$ cat src/rtl/fp16_add_arbiter_if.sv
// fp16_add_arbiter_if: requester, adder-operand and response bundle around the shared FP16 adder
interface fp16_add_arbiter_if;
   logic        req0_valid, req0_ready, req1_valid, req1_ready;
   logic [15:0] req0_a, req0_b, req1_a, req1_b;
   logic [15:0] add_a, add_b, add_c;
   logic        rsp0_valid, rsp1_valid, busy;
   logic [15:0] rsp0_data, rsp1_data;
   modport master (
      output req0_valid, req0_a, req0_b, req1_valid, req1_a, req1_b, add_c,
      input  req0_ready, req1_ready, add_a, add_b, rsp0_valid, rsp0_data, rsp1_valid, rsp1_data, busy
   );
   modport slave (
      input  req0_valid, req0_a, req0_b, req1_valid, req1_a, req1_b, add_c,
      output req0_ready, req1_ready, add_a, add_b, rsp0_valid, rsp0_data, rsp1_valid, rsp1_data, busy
   );
endinterface

$ cat src/rtl/fp16_add_arbiter.sv
// fp16_add_arbiter: round-robin sharing of one pipelined FP16 adder between two requesters
module fp16_add_arbiter #(
   parameter int LAT     = 5,
   parameter int MAX_OUT = 4
) (
   input logic                clk_59,
   input logic                rst_59,
   fp16_add_arbiter_if.slave  bus
);
   localparam int CW = $clog2(MAX_OUT + 1);
   logic [CW-1:0]  cnt0, cnt1;
   logic [LAT-1:0] tag_v, tag_p;
   logic           last_grant, elig0, elig1, grant0, grant1, ret0, ret1;
   assign elig0 = bus.req0_valid && (cnt0 < CW'(MAX_OUT));
   assign elig1 = bus.req1_valid && (cnt1 < CW'(MAX_OUT));
   // on contention the port that did not win last time goes first
   assign grant0 = elig0 && (!elig1 || last_grant);
   assign grant1 = elig1 && (!elig0 || !last_grant);
   assign bus.req0_ready = grant0;
   assign bus.req1_ready = grant1;
   assign ret0 = tag_v[LAT-1] && !tag_p[LAT-1];
   assign ret1 = tag_v[LAT-1] && tag_p[LAT-1];
   assign bus.busy = (|tag_v) || (|cnt0) || (|cnt1);
   always_ff @(posedge clk_59) begin
      if (rst_59) begin
         bus.add_a      <= '0;
         bus.add_b      <= '0;
         tag_v          <= '0;
         tag_p          <= '0;
         last_grant     <= 1'b1;
         cnt0           <= '0;
         cnt1           <= '0;
         bus.rsp0_valid <= 1'b0;
         bus.rsp1_valid <= 1'b0;
         bus.rsp0_data  <= '0;
         bus.rsp1_data  <= '0;
      end else begin
         bus.add_a      <= grant0 ? bus.req0_a : grant1 ? bus.req1_a : 16'h0;
         bus.add_b      <= grant0 ? bus.req0_b : grant1 ? bus.req1_b : 16'h0;
         tag_v          <= {tag_v[LAT-2:0], grant0 || grant1};
         tag_p          <= {tag_p[LAT-2:0], grant1};
         if (grant0 || grant1) last_grant <= grant1;
         cnt0           <= cnt0 + CW'(grant0) - CW'(ret0);
         cnt1           <= cnt1 + CW'(grant1) - CW'(ret1);
         bus.rsp0_valid <= ret0;
         bus.rsp1_valid <= ret1;
         if (ret0) bus.rsp0_data <= bus.add_c;
         if (ret1) bus.rsp1_data <= bus.add_c;
      end
   end
endmodule

$ cat src/flat_wrapper.sv
// flat-port wrapper written by rule: the top's interface ports become plain ports
module fp16_add_arbiter_flat 
#(
   parameter int LAT     = 5,
   parameter int MAX_OUT = 4
)
  (clk_59, rst_59, bus_req0_valid, bus_req0_a, bus_req0_b, bus_req1_valid, bus_req1_a, bus_req1_b, bus_add_c, bus_req0_ready, bus_req1_ready, bus_add_a, bus_add_b, bus_rsp0_valid, bus_rsp0_data, bus_rsp1_valid, bus_rsp1_data, bus_busy);
  fp16_add_arbiter_if bus_i ();
  input logic clk_59;
  input logic rst_59;
  input wire logic [$bits(bus_i.req0_valid)-1:0] bus_req0_valid;
  input wire logic [$bits(bus_i.req0_a)-1:0] bus_req0_a;
  input wire logic [$bits(bus_i.req0_b)-1:0] bus_req0_b;
  input wire logic [$bits(bus_i.req1_valid)-1:0] bus_req1_valid;
  input wire logic [$bits(bus_i.req1_a)-1:0] bus_req1_a;
  input wire logic [$bits(bus_i.req1_b)-1:0] bus_req1_b;
  input wire logic [$bits(bus_i.add_c)-1:0] bus_add_c;
  output wire logic [$bits(bus_i.req0_ready)-1:0] bus_req0_ready;
  output wire logic [$bits(bus_i.req1_ready)-1:0] bus_req1_ready;
  output wire logic [$bits(bus_i.add_a)-1:0] bus_add_a;
  output wire logic [$bits(bus_i.add_b)-1:0] bus_add_b;
  output wire logic [$bits(bus_i.rsp0_valid)-1:0] bus_rsp0_valid;
  output wire logic [$bits(bus_i.rsp0_data)-1:0] bus_rsp0_data;
  output wire logic [$bits(bus_i.rsp1_valid)-1:0] bus_rsp1_valid;
  output wire logic [$bits(bus_i.rsp1_data)-1:0] bus_rsp1_data;
  output wire logic [$bits(bus_i.busy)-1:0] bus_busy;
  assign bus_i.req0_valid = bus_req0_valid;
  assign bus_i.req0_a = bus_req0_a;
  assign bus_i.req0_b = bus_req0_b;
  assign bus_i.req1_valid = bus_req1_valid;
  assign bus_i.req1_a = bus_req1_a;
  assign bus_i.req1_b = bus_req1_b;
  assign bus_i.add_c = bus_add_c;
  assign bus_req0_ready = bus_i.req0_ready;
  assign bus_req1_ready = bus_i.req1_ready;
  assign bus_add_a = bus_i.add_a;
  assign bus_add_b = bus_i.add_b;
  assign bus_rsp0_valid = bus_i.rsp0_valid;
  assign bus_rsp0_data = bus_i.rsp0_data;
  assign bus_rsp1_valid = bus_i.rsp1_valid;
  assign bus_rsp1_data = bus_i.rsp1_data;
  assign bus_busy = bus_i.busy;
  fp16_add_arbiter #(.LAT(LAT), .MAX_OUT(MAX_OUT)) u_core (.clk_59(clk_59), .rst_59(rst_59), .bus(bus_i));
endmodule
$ cat config.mk
export PLATFORM = sky130hd
export DESIGN_NAME = fp16_add_arbiter_flat
export DESIGN_NICKNAME = d
export VERILOG_FILES = /design/src/rtl/fp16_add_arbiter_if.sv /design/src/rtl/fp16_add_arbiter.sv /design/src/flat_wrapper.sv
export SDC_FILE = /design/constraint.sdc
export NUM_CORES = 1
export LEC_CHECK = 0
export ABC_AREA = 0
export BUFFER_PORTS_ARGS = -buffer_cell sky130_fd_sc_hd__buf_4
export CORE_AREA = 2 2 86 88
export CTS_BUF_LIST = sky130_fd_sc_hd__clkbuf_4 sky130_fd_sc_hd__clkbuf_8
export CTS_CLUSTER_SIZE = 24
export DETAILED_ROUTE_END_ITERATION = 8
export DIE_AREA = 0 0 88 90
export PLACE_DENSITY = 0.73
export SYNTH_ARGS = -nofsm -noshare
export SYNTH_HDL_FRONTEND = slang
export SYNTH_SLANG_ARGS = --single-unit
$ cat constraint.sdc
create_clock -name clk_59 -period 2.2 [get_ports clk_59]
set_input_delay 0.22 -clock clk_59 [delete_from_list [all_inputs] [get_ports clk_59]]
set_output_delay 0.22 -clock clk_59 [all_outputs]
set_load 0.02 [all_outputs]
==> results.txt <==
run status - finished clean
Clock Sinks - 83
via count - 2513
P per Cell Area - 874 nW/um^2
worst hold start - bus_req1_a[1]
synth cell count leaders - dfxtp_1, nand2_1, a21oi_1
WP buf/inv - 2
VDD IR max - 449 uV
Pwr Total - 3800 uW
Num CTS Buffers - 9
RSZ-0062 raised after global routing - false
YS warnings - 0
Placer Congestion - 0.754
post-synth top area share - 0.594
port bufs - 152
library cells used by synthesis - 28
die area - 7920 sq um
row count - 31
most frequent cell after synthesis - dfxtp_1
setup TNS - 0 ns
most frequent CP cell - inv_2
# DRC - 0
Worst Setup SP - u_core.cnt0[2]
die height - 90 um
worst r2r src - u_core.cnt0[2]
MaxCap Viol Count - 0
CP delay by family, top - adder cells
layout cell share with drive strength beyond 1 - 0.455
clock root cell - clkbuf_8
max-slew violations - 0
Layout area overhead - 55.2%
Setup CP Type - flop to flop
num ports - 153
Initial DRT Pass Iterations - 4
# diodes - 0
CTS H-tree depth - 3
largest net degree at the start of global routing - 49
initial antenna violation count - 0
filler instances - 631
vias in the first global route - 2500
Critical Path Sink Type - flop
Avg Inst Size Synth - 10.0 sq um
Post-synth EDFFs - 0
cell taking the most area after synthesis - dfxtp_1
Worst EP arrival - 2.32 ns
wire length of the first global-routing pass - 11300 um
wirelength, routed - 7120 um
Avg WL per Cell - 13.2 um
CP required - 2.42 ns
skew final - 0.0101 ns
Mapped Area - 2800 sq um
Clock Latency Late Sink - 0.34 ns
sequential area share after synthesis - 0.594
Via density - 4.65
Max Buffers Root-to-Sink - 2
Setup violations, final - 0
ANT nets after route - 0
Clk pin slew, worst setup/hold paths - 0.08 ns
Starting DRT DRC Count - 81
Async SR Flop Fraction - 0
CTS tree - built
Worst path slowest cell - fa_2
Final Hold Vio Count - 0
crit path time final - 2.10 ns
P_leak - 0.00198 uW
Mapped Cells - 280
Core Area - 7020 sq um
Slew Limit Headroom - 0.671
Synth area leaders - dfxtp_1, a22o_1, nand2_1
dpl hpwl - 5290 um
Final Cycle Share - 0.955
total grt overflow - 0
Initial Utilization - 0.399
gr usage total - 0.183
crit path cell chain - and3b_2 -> or2_4 -> ha_4 -> inv_2 -> ha_2 -> inv_2 -> fa_2 -> xor2_2 -> and2_4 -> nor3_2
die extent in x - 88 um
crit path max fanout - 3
FF+latch count, synth - 83
Max Freq - 476 MHz
Slew @ Worst Pin - 0.494 ns
top_reg_cell synth - dfxtp_1
Worst path max stage delay - 0.36 ns
Hold Crit Class - input port to flop
fin nets - 529
Synth Net Count - 370
startpoint types - flop
cell type report:
class                   count  area (sq um)  share of cell area
clock inverters             2          35.0             0.00806
well taps                  99           124              0.0285
repair buffers            165          1240               0.285
clock buffers              12           165              0.0380
inverters                   9          35.0             0.00806
multi-input cells         171          1080               0.249
flip-flops and latches     83          1660               0.383
path summary, 6_finish.rpt:
kind	slack [ns]	cells past startpoint	endpoint
max reg2reg	0.1	10	u_core.cnt1[2]
max	0.1	10	u_core.cnt1[2]
min	0.08	2	u_core.bus.add_a[1]
min reg2reg	0.44	1	u_core.tag_p[2]
state kept, by name (all words and copies together), names as in the netlist:
register	cells
u_core.bus.add_b	16
u_core.tag_v	5
u_core.bus.rsp1_valid	1
u_core.cnt1	3
u_core.cnt0	3
u_core.last_grant	1
u_core.bus.add_a	16
u_core.bus.rsp0_data	16
u_core.bus.rsp0_valid	1
u_core.tag_p	5
u_core.bus.rsp1_data	16
cell usage in the layout (no fill, tap or decap), types with 2 or more instances in the layout:
cell type,count
fa_2,2
nor4_1,2
or2_4,2
nand2b_1,3
inv_2,3
inv_1,5
ha_2,2
buf_4,165
ha_4,2
nor3_4,2
dfxtp_1,81
dfxtp_2,2
nand2_1,65
nor2b_1,11
clkinv_2,2
a21oi_1,33
clkbuf_8,12
a22o_1,32
nor2_1,4
power by group:
| part | leakage, uW | switching, uW | internal [uW] |
|---|---|---|---|
| clock network | 0.000104 | 491 | 603 |
| logic | 0.00119 | 463 | 506 |
| registers | 0.000678 | 70.6 | 1660 |
| total | 0.00198 | 1030 | 2770 |
layer usage:
metal	GRT usage	up-vias	part of all wire
met2	0.303	116	0.49
met1	0.204	1139	0.39
li1	-	1248	-
met3	0.0918	10	0.11
met4	0.0538	0	0.011
met5	0	-	0
what timing repair did:
item	in CTS	in global routing
setup endpoints to repair	1	2
buffers inserted	1	1
hold buffers	0	0
pin swaps	1	7
gates resized for setup	4	14
endpoints found under the hold margin	0	0
cells by family (layout without fill, tap and decap cells):
| family | Yosys count | in the layout | synth area share |
|---|---|---|---|
| simple gates | 96 | 96 | 0.157 |
| flops | 83 | 83 | 0.594 |
| compound gates | 66 | 66 | 0.162 |
| buf+inv | 26 | 188 | 0.0456 |
| fa+ha+maj | 6 | 6 | 0.0322 |
| xor+xnor | 3 | 3 | 0.00939 |
per-stage QoR:
| step | instance area (sq um) | utilization | hold WS [ns] | instances | worst slack, ns |
|---|---|---|---|---|---|
| 3_3_place_gp | 4060 | 0.578 | 0.416 | 525 | 0.00520 |
| 5_1_grt | 4340 | 0.619 | 0.0589 | 541 | 0.00900 |
| 2_1_floorplan | 2800 | - | 0.346 | 280 | 0.0207 |
| 6_report | 4340 | 0.619 | 0.0786 | 541 | 0.0997 |
| 4_1_cts | 4280 | 0.609 | 0.0648 | 540 | 0.0245 |
| 3_5_place_dp | 4060 | 0.578 | 0.426 | 525 | -0.0657 |
Power figures use the tool's default switching activity.
